[src/rtl/mem_bus_arbiter.sv]
// mem_bus_arbiter: shares one 16-bit memory port between the 68k bus and the
// SPI loader word port; generates DTACKn/BERRn and fair or CPU-held arbitration.
//
// Ports:
//   clk, reset_n              clock, async active-low reset
//   cpu_hold                  1 = CPU accesses blocked (loader owns memory)
//   cpu_as_n/rw/uds_n/lds_n   68k bus strobes
//   cpu_addr, cpu_dout        CPU word address / write data
//   cpu_din                   registered read data to CPU
//   cpu_dtack_n, cpu_berr_n   CPU cycle termination
//   spi_req/we/be/addr/wdata  SPI word request (level, held until spi_ack)
//   spi_rdata, spi_ack        registered read data, one-cycle done pulse
//   spi_err                   valid with spi_ack, 1 = timed out
//   mem_req/we/be/addr/wdata  memory request (held until mem_ack)
//   mem_rdata, mem_ack        memory read data, one-cycle completion

module mem_bus_arbiter #(
  parameter int ADDR_BITS = 23,
  parameter int TIMEOUT   = 255
) (
  input  logic                 clk,
  input  logic                 reset_n,
  input  logic                 cpu_hold,
  input  logic                 cpu_as_n,
  input  logic                 cpu_rw,
  input  logic                 cpu_uds_n,
  input  logic                 cpu_lds_n,
  input  logic [ADDR_BITS-1:0] cpu_addr,
  input  logic [15:0]          cpu_dout,
  output logic [15:0]          cpu_din,
  output logic                 cpu_dtack_n,
  output logic                 cpu_berr_n,
  input  logic                 spi_req,
  input  logic                 spi_we,
  input  logic [1:0]           spi_be,
  input  logic [ADDR_BITS-1:0] spi_addr,
  input  logic [15:0]          spi_wdata,
  output logic [15:0]          spi_rdata,
  output logic                 spi_ack,
  output logic                 spi_err,
  output logic                 mem_req,
  output logic                 mem_we,
  output logic [1:0]           mem_be,
  output logic [ADDR_BITS-1:0] mem_addr,
  output logic [15:0]          mem_wdata,
  input  logic [15:0]          mem_rdata,
  input  logic                 mem_ack
);

  localparam logic [7:0] TO_CNT = 8'(TIMEOUT);

  typedef enum logic [1:0] {
    IDLE,
    CPU_ACC,
    CPU_END,
    SPI_ACC
  } state_e;

  state_e                 state_q, state_d;
  logic                   last_spi_q, last_spi_d;
  logic                   served_q, served_d;
  logic                   issued_q, issued_d;
  logic                   abort_q, abort_d;
  logic [7:0]             cnt_q, cnt_d;
  logic                   mem_req_q, mem_req_d;
  logic                   mem_we_q, mem_we_d;
  logic [1:0]             mem_be_q, mem_be_d;
  logic [ADDR_BITS-1:0]   mem_addr_q, mem_addr_d;
  logic [15:0]            mem_wdata_q, mem_wdata_d;
  logic [15:0]            cpu_din_q, cpu_din_d;
  logic                   dtack_n_q, dtack_n_d;
  logic                   berr_n_q, berr_n_d;
  logic [15:0]            spi_rdata_q, spi_rdata_d;
  logic                   spi_ack_q, spi_ack_d;
  logic                   spi_err_q, spi_err_d;

  logic cpu_req;
  logic ack;
  logic timed_out;
  logic cpu_gone;

  assign cpu_req   = !cpu_as_n
                   && (!cpu_uds_n || !cpu_lds_n)
                   && !served_q;
  // An ack only counts once the request is actually on the port.
  assign ack       = mem_ack && mem_req_q;
  assign timed_out = (cnt_q == TO_CNT);
  // AS released now or earlier in this access: the 68k gave up the cycle.
  assign cpu_gone  = abort_q || cpu_as_n;

  always_comb begin
    state_d     = state_q;
    last_spi_d  = last_spi_q;
    served_d    = served_q;
    issued_d    = issued_q;
    abort_d     = abort_q;
    cnt_d       = cnt_q;
    mem_req_d   = mem_req_q;
    mem_we_d    = mem_we_q;
    mem_be_d    = mem_be_q;
    mem_addr_d  = mem_addr_q;
    mem_wdata_d = mem_wdata_q;
    cpu_din_d   = cpu_din_q;
    dtack_n_d   = dtack_n_q;
    berr_n_d    = berr_n_q;
    spi_rdata_d = spi_rdata_q;
    spi_ack_d   = 1'b0;
    spi_err_d   = spi_err_q;

    if (cpu_as_n) begin
      served_d = 1'b0;
    end

    unique case (state_q)
      IDLE: begin
        cnt_d    = 8'd0;
        issued_d = 1'b0;
        abort_d  = 1'b0;
        // SPI wins unless a CPU request is pending and SPI went last.
        if (spi_req
            && (cpu_hold || !cpu_req || !last_spi_q)) begin
          state_d     = SPI_ACC;
          mem_we_d    = spi_we;
          mem_be_d    = spi_be;
          mem_addr_d  = spi_addr;
          mem_wdata_d = spi_wdata;
        end else if (cpu_req && !cpu_hold) begin
          state_d     = CPU_ACC;
          served_d    = 1'b1;
          mem_we_d    = !cpu_rw;
          mem_be_d    = {!cpu_uds_n, !cpu_lds_n};
          mem_addr_d  = cpu_addr;
          mem_wdata_d = cpu_dout;
        end
      end

      CPU_ACC: begin
        cnt_d = cnt_q + 8'd1;
        if (!issued_q) begin
          mem_req_d = 1'b1;
          issued_d  = 1'b1;
        end
        if (cpu_as_n) begin
          abort_d = 1'b1;
        end
        if (ack) begin
          mem_req_d = 1'b0;
          if (cpu_gone) begin
            state_d = IDLE;
          end else begin
            if (!mem_we_q) begin
              cpu_din_d = mem_rdata;
            end
            dtack_n_d  = 1'b0;
            last_spi_d = 1'b0;
            state_d    = CPU_END;
          end
        end else if (timed_out) begin
          mem_req_d = 1'b0;
          if (cpu_gone) begin
            state_d = IDLE;
          end else begin
            berr_n_d = 1'b0;
            state_d  = CPU_END;
          end
        end
      end

      CPU_END: begin
        if (cpu_as_n) begin
          dtack_n_d = 1'b1;
          berr_n_d  = 1'b1;
          state_d   = IDLE;
        end
      end

      SPI_ACC: begin
        cnt_d = cnt_q + 8'd1;
        if (!issued_q) begin
          mem_req_d = 1'b1;
          issued_d  = 1'b1;
        end
        if (ack) begin
          mem_req_d = 1'b0;
          if (!mem_we_q) begin
            spi_rdata_d = mem_rdata;
          end
          spi_ack_d  = 1'b1;
          spi_err_d  = 1'b0;
          last_spi_d = 1'b1;
          state_d    = IDLE;
        end else if (timed_out) begin
          mem_req_d = 1'b0;
          spi_ack_d = 1'b1;
          spi_err_d = 1'b1;
          state_d   = IDLE;
        end
      end

      default: begin
        state_d = IDLE;
      end
    endcase
  end

  always_ff @(posedge clk or negedge reset_n) begin
    if (!reset_n) begin
      state_q     <= IDLE;
      last_spi_q  <= 1'b0;
      served_q    <= 1'b0;
      issued_q    <= 1'b0;
      abort_q     <= 1'b0;
      cnt_q       <= 8'd0;
      mem_req_q   <= 1'b0;
      mem_we_q    <= 1'b0;
      mem_be_q    <= 2'b00;
      mem_addr_q  <= '0;
      mem_wdata_q <= 16'h0000;
      cpu_din_q   <= 16'h0000;
      dtack_n_q   <= 1'b1;
      berr_n_q    <= 1'b1;
      spi_rdata_q <= 16'h0000;
      spi_ack_q   <= 1'b0;
      spi_err_q   <= 1'b0;
    end else begin
      state_q     <= state_d;
      last_spi_q  <= last_spi_d;
      served_q    <= served_d;
      issued_q    <= issued_d;
      abort_q     <= abort_d;
      cnt_q       <= cnt_d;
      mem_req_q   <= mem_req_d;
      mem_we_q    <= mem_we_d;
      mem_be_q    <= mem_be_d;
      mem_addr_q  <= mem_addr_d;
      mem_wdata_q <= mem_wdata_d;
      cpu_din_q   <= cpu_din_d;
      dtack_n_q   <= dtack_n_d;
      berr_n_q    <= berr_n_d;
      spi_rdata_q <= spi_rdata_d;
      spi_ack_q   <= spi_ack_d;
      spi_err_q   <= spi_err_d;
    end
  end

  assign cpu_din     = cpu_din_q;
  assign cpu_dtack_n = dtack_n_q;
  assign cpu_berr_n  = berr_n_q;
  assign spi_rdata   = spi_rdata_q;
  assign spi_ack     = spi_ack_q;
  assign spi_err     = spi_err_q;
  assign mem_req     = mem_req_q;
  assign mem_we      = mem_we_q;
  assign mem_be      = mem_be_q;
  assign mem_addr    = mem_addr_q;
  assign mem_wdata   = mem_wdata_q;

  a_req_idle: assert property (
    @(posedge clk) disable iff (!reset_n)
    !((state_q == IDLE || state_q == CPU_END) && mem_req_q));

  a_term_excl: assert property (
    @(posedge clk) disable iff (!reset_n)
    !(!dtack_n_q && !berr_n_q));

endmodule

[config.mk]
export PLATFORM = sky130hd
export DESIGN_NAME = mem_bus_arbiter
export DESIGN_NICKNAME = d
export VERILOG_FILES = /design/src/rtl/mem_bus_arbiter.sv
export SDC_FILE = /design/constraint.sdc
export NUM_CORES = 1
export LEC_CHECK = 0
export CAP_MARGIN = 40
export CORE_MARGIN = 8
export CORE_UTILIZATION = 43
export CTS_BUF_LIST = sky130_fd_sc_hd__clkbuf_8
export DETAILED_ROUTE_END_ITERATION = 10
export PLACE_DENSITY = 0.83
export SLEW_MARGIN = 20
export SYNTH_ARGS = -nofsm -noshare
export SYNTH_HDL_FRONTEND = slang
export SYNTH_SLANG_ARGS = --single-unit
[constraint.sdc]
create_clock -name clk -period 2.4 [get_ports clk]
set_clock_uncertainty 0.05 [all_clocks]
set_input_delay 0.36 -clock clk [delete_from_list [all_inputs] [get_ports clk]]
set_output_delay 0.36 -clock clk [all_outputs]
set_load 0.02 [all_outputs]
After elaboration in Yosys (flattened, before gate mapping)
Index checks and enable logic that the tools add are counted.

operators by class
  shift-type cells = 0
  add/sub/neg operators = 1
  multiply operators = 0
  reductions and logical operators = 35
  mux-type cells = 41
  $lt $le $gt $ge = 0
  equal/unequal tests = 15
  bitwise operators = 2
  div/mod/pow operators = 0

operators with widths
  cell                                                                     count
  23-bit 2-to-1 mux                                                        2
  16-bit 2-to-1 mux                                                        2
  1-bit 2-to-1 mux                                                         20
  2-bit 2-to-1 mux                                                         10
  8-bit case mux with 2 select lines                                       1
  4-bit AND reduction                                                      4
  2-bit inequality test, second input constant                             7
  2-bit nonzero test                                                       6
  1-bit case mux with 2 select lines                                       5
  3-bit inequality test, second input constant                             3
  8-bit by 1-bit adder with 8-bit output, second input constant            1
  8-bit equality test, second input constant                               1
  1-bit zero test                                                          8
  2-bit case mux with 4 select lines                                       1
  2-bit AND reduction                                                      4
  1-bit logical AND                                                        5
  5-bit AND reduction                                                      1
  2-bit equality test, second input constant                               2
  1-bit logical OR                                                         4
  3-bit by 1-bit inequality test with 1-bit output, second input constant  1
  3-bit AND reduction                                                      1
  2-bit by 1-bit equality test with 1-bit output, second input constant    1
  2-bit zero test                                                          1
  1-bit NOT                                                                2
  2-bit OR reduction                                                       1

word-level totals
  bits in registers = 93
  memory bits (writable) = 0
  word-level logic and storage cells = 111
  output and inout port bits = 79
  memories kept = 0
  bits in latches = 0
  memory bits (read-only) = 0
  input port bits = 106

Depth between registers and ports, before layout
  depth in word-level cells = 10
  mapped depth = 7
  mapped depth without buffers = 5

Worst setup path before layout
Ideal clock, no wire load.

  path kind = flip-flop to flip-flop
  start = register state_q[1]
  end = register cpu_din_q[10], in the netlist cpu_din[10]
  required time = 2.225 ns
  setup slack = 0.479 ns
  stages on the path, launching flop included = 5
  path buffers = 1
  data arrival time = 1.746 ns
  library setup time = 0.125 ns
  path through = dfrtp_1 > nor3b_1 > nor4b_4 > buf_4 > mux2_2

between the ends
  longest elaborated chain between the ends = 2

RTL lines
  what                                            RTL line  text
  from (decl)                                     59        state_e state_q, state_d;
  from (signal assigned)                          226       state_q <= state_d;
  2-bit by 1-bit equality test with 1-bit output  114       unique case (state_q)
  4-bit AND reduction (no line)                   n/a
  to (signal assigned)                            237       cpu_din_q <= cpu_din_d;
  to (decl)                                       70        logic [15:0] cpu_din_q, cpu_din_d;

No other way between the ends.
A chain may end at the register's enable or synchronous reset.

Worst setup path after layout
  start = input port cpu_hold
  end = register mem_addr_q[12], in the netlist mem_addr[12]

between the ends
  longest elaborated chain between the ends = 5
  elaborated cells on any way between the ends = 8
  those cells by class = mux (1); reduce/logical (7)

RTL lines
  what                            RTL line  text
  from (decl)                     23        input logic cpu_hold,
  1-bit logical OR (2 in series)  121       && (cpu_hold || !cpu_req || !last_spi_q)) begin
  1-bit logical AND               121
  2-bit nonzero test (no line)    n/a
  2-bit AND reduction (no line)   n/a
  to (signal assigned)            235       mem_addr_q <= mem_addr_d;
  to (decl)                       68        logic [ADDR_BITS-1:0] mem_addr_q, mem_addr_d;

Parallel ways exist; a longest one is shown, timed or not.

==> results.cfg <==
[setup_path]
cp.required_ns = 2.59
path_class = in2reg
worst_path_max_delay_cell = or4b_4
startpoint_type = input pin
cp_max_fo = 34
cp-end-kind = register
crit_buf_inv = 2
crit_family = buffers and inverters
arrival_ns = 2.18
crit_chain = clkdlybuf4s50_1, or4b_4, o21ai_4, buf_12, mux2i_1, o21ai_2
slowest_delay_ns = 0.57

[clock_tree]
tritoncts = yes
cts-root-buf = clkbuf_8
clk_latency_ns = 0.35
h-tree-depth = 3
clk_pin_slew_ns = 0.09
cts.sinks = 93
clockBufferDepth = 2
cts_buffers = 9

[layout]
final_area_sq_mm = 0.00628
final_common_cell = clkdlybuf4s50_1
drive_gt1_share_pct = 14.4
nets = 636
final_cell_mix = clkdlybuf4s50_1 (183), dfrtp_1 (91), nand2_1 (50)
finish.utilization_pct = 68.3
diodes = 0
area_growth_syn_to_layout_pct = 54.6
instances_no_fill = 645
fillers = 729

[pwr]
power_density_mw_per_mm2 = 1160
leakagePower_nw = 2.77
ir_worst_vdd_uv = 483

[worst_hold_path]
hold_class = reg2reg

[grt]
antenna_found_initial = 0
grt_overflow = 0
grtUsageTotal_pct = 18.3
grt_pass1_wl_um = 18600
grt_max_degree = 53
first_global_vias = 3535

[place]
placed_area_sq_mm = 0.00609
place_congestion = 0.819
dp_hpwl_um = 9190
portBuffers = 184
place_inst = 628

[sta]
post-route-period-util_pct = 82.9
setup_violations = 0
fmax_ghz = 0.503
hold_ws_ns = 0.434
slew_viol_final = 0
hold_viol = 0
tns_ns = 0
grt_setup_unrepaired = false
slew_headroom_pct = 59.8
fin_crit_ns = 1.99
tightest_slew_ns = 0.602

[run]
maxCapViolations = 0

[floorplanning]
start_util_pct = 44.2
ios = 185
die_y_um = 113
die-area_sq_mm = 0.0128
rows = 35
core_area_sq_mm = 0.00920
die_x_um = 113

[yosys]
netlist_instances = 337
synth_fp_nets = 444
avgSynthCellArea_sq_um = 12.1
syn-cell-area_sq_mm = 0.00406
ys_seq_area_share_pct = 57.3
yosys_warnings = 0
synth_seq_cells = 93
synth_cell_types = 39

[route]
postRouteAntennaNets = 0
viasPerCell = 5.12
wire_per_inst_um = 17.9
first_pass_iters = 4
drt_iter0_markers = 210
drc = 0
wirelength_um = 11600
vias = 3300

[run_status]
status = finished, final reports clean
## synth_stat cells
| master | n | area, sq um |
|---|---|---|
| o21ai_2 | 10 | 87.6 |
| nor4b_4 | 1 | 23.8 |
| o21ai_1 | 29 | 145 |
| o221ai_1 | 1 | 8.76 |
| and3_1 | 4 | 25.0 |
| or4b_4 | 1 | 13.8 |
| clkbuf_1 | 8 | 30.0 |
| mux2_2 | 32 | 360 |
| nand4b_1 | 1 | 8.76 |
| and2_1 | 1 | 6.26 |
| nand4_1 | 3 | 18.8 |
| xnor2_1 | 2 | 17.5 |
| o41ai_1 | 1 | 8.76 |
| nor2_1 | 8 | 30.0 |
| nor3b_1 | 1 | 7.51 |
| a31oi_1 | 1 | 6.26 |
| o21ai_4 | 1 | 16.3 |
| o31ai_1 | 1 | 7.51 |
| o21a_1 | 2 | 15.0 |
| buf_8 | 4 | 60.1 |
| o21ai_0 | 13 | 65.1 |
| inv_1 | 4 | 15.0 |
| dfrtp_1 | 91 | 2280 |
| buf_6 | 1 | 11.3 |
| buf_4 | 1 | 7.51 |
| dfstp_2 | 2 | 52.6 |
| ha_1 | 1 | 12.5 |
| a32o_1 | 1 | 10.0 |
| buf_2 | 2 | 10.0 |
| nand2_1 | 50 | 188 |
| a2bb2oi_1 | 1 | 8.76 |
| buf_1 | 1 | 3.75 |
| a22o_1 | 2 | 17.5 |
| nand3b_1 | 3 | 22.5 |
| a2111oi_0 | 1 | 8.76 |
| nand3_1 | 1 | 5.00 |
| nor2b_1 | 1 | 6.26 |
| a21oi_1 | 9 | 45.0 |
| mux2i_1 | 40 | 400 |
## registers in the layout, summed over array words and instances (netlist names), 2 cells and up
| signal | count |
|---|---|
| mem_be | 2 |
| cpu_din | 16 |
| mem_wdata | 16 |
| mem_addr | 23 |
| spi_rdata | 16 |
| state_q | 2 |
| cnt_q | 8 |
## worst reg2reg max path: stages, from the launching register on
cell and delay [ns]:
dfrtp_1 0.42, or4b_4 0.53, o21ai_4 0.18, buf_12 0.26, mux2i_1 0.31, o21ai_2 0.07
## power by group
group	switching, mW	internal (mW)	total, mW
logic	1.86	1.82	3.67
clock network	0.556	0.413	0.969
registers	0.385	2.25	2.64
## routing by layer
metal | vias up | share of wire, % | wire [um] | global-route usage, %
li1 | 1585 | - | - | -
met2 | 138 | 49 | 5650 | 30.6
met4 | 0 | 1.2 | 137 | 4.71
met3 | 11 | 9.6 | 1110 | 7.93
met1 | 1566 | 40 | 4650 | 21.0
met5 | - | 0 | 0 | 0
## timing repair
| item | CTS | global route |
|---|---|---|
| resized for setup | 0 | 0 |
| hold buffers | 1 | 0 |
| endpoints found under the hold margin | 43 | 0 |
| setup buffers | 0 | 0 |
## path summary, 6_finish.rpt
kind                            slack, ns  cells past startpoint      endpoint         start
worst max-delay path                 0.41                      6  mem_addr[12]      cpu_hold
worst min-delay path                 0.43                      2  mem_addr[13]  mem_addr[13]
worst max register to register       0.49                      5  mem_addr[12]      served_q
worst min register to register       0.43                      2  mem_addr[13]  mem_addr[13]
max in group asynchronous            1.10                      3  mem_addr[14]       reset_n
min in group asynchronous            0.53                      2  spi_rdata[3]       reset_n
## cell type report
cell class / instances / area (sq um) / share of cell area (%)
clock buffers: 10 / 138 / 2.19
clock inverters: 6 / 46.3 / 0.737
inverters: 4 / 15.0 / 0.239
multi-input cells: 223 / 1610 / 25.6
flip-flops and latches: 93 / 2330 / 37.1
well taps: 111 / 139 / 2.21
repair buffers: 198 / 2010 / 32.0
## metrics by stage
stage / setup slack (ns) / total power [mW]
final: 0.410 / 7.28
after global routing: 0.370 / 7.74
after CTS: 0.430 / 7.37
after detailed placement: 0.0377 / 6.39
after global placement: 0.103 / 6.25
after floorplan: 0.479 / 4.49
## cell families (layout without fill, tap and decap cells)
kind of cell	after synthesis	in the layout	share of synthesized area, %
simple gates	75	75	8.74
buf+inv	21	218	3.39
flops	93	93	57.3
compound gates	73	73	11.1
mux	72	72	18.7
fa+ha+maj	1	1	0.308
xor+xnor	2	2	0.431
Power figures use the tool's default switching activity.
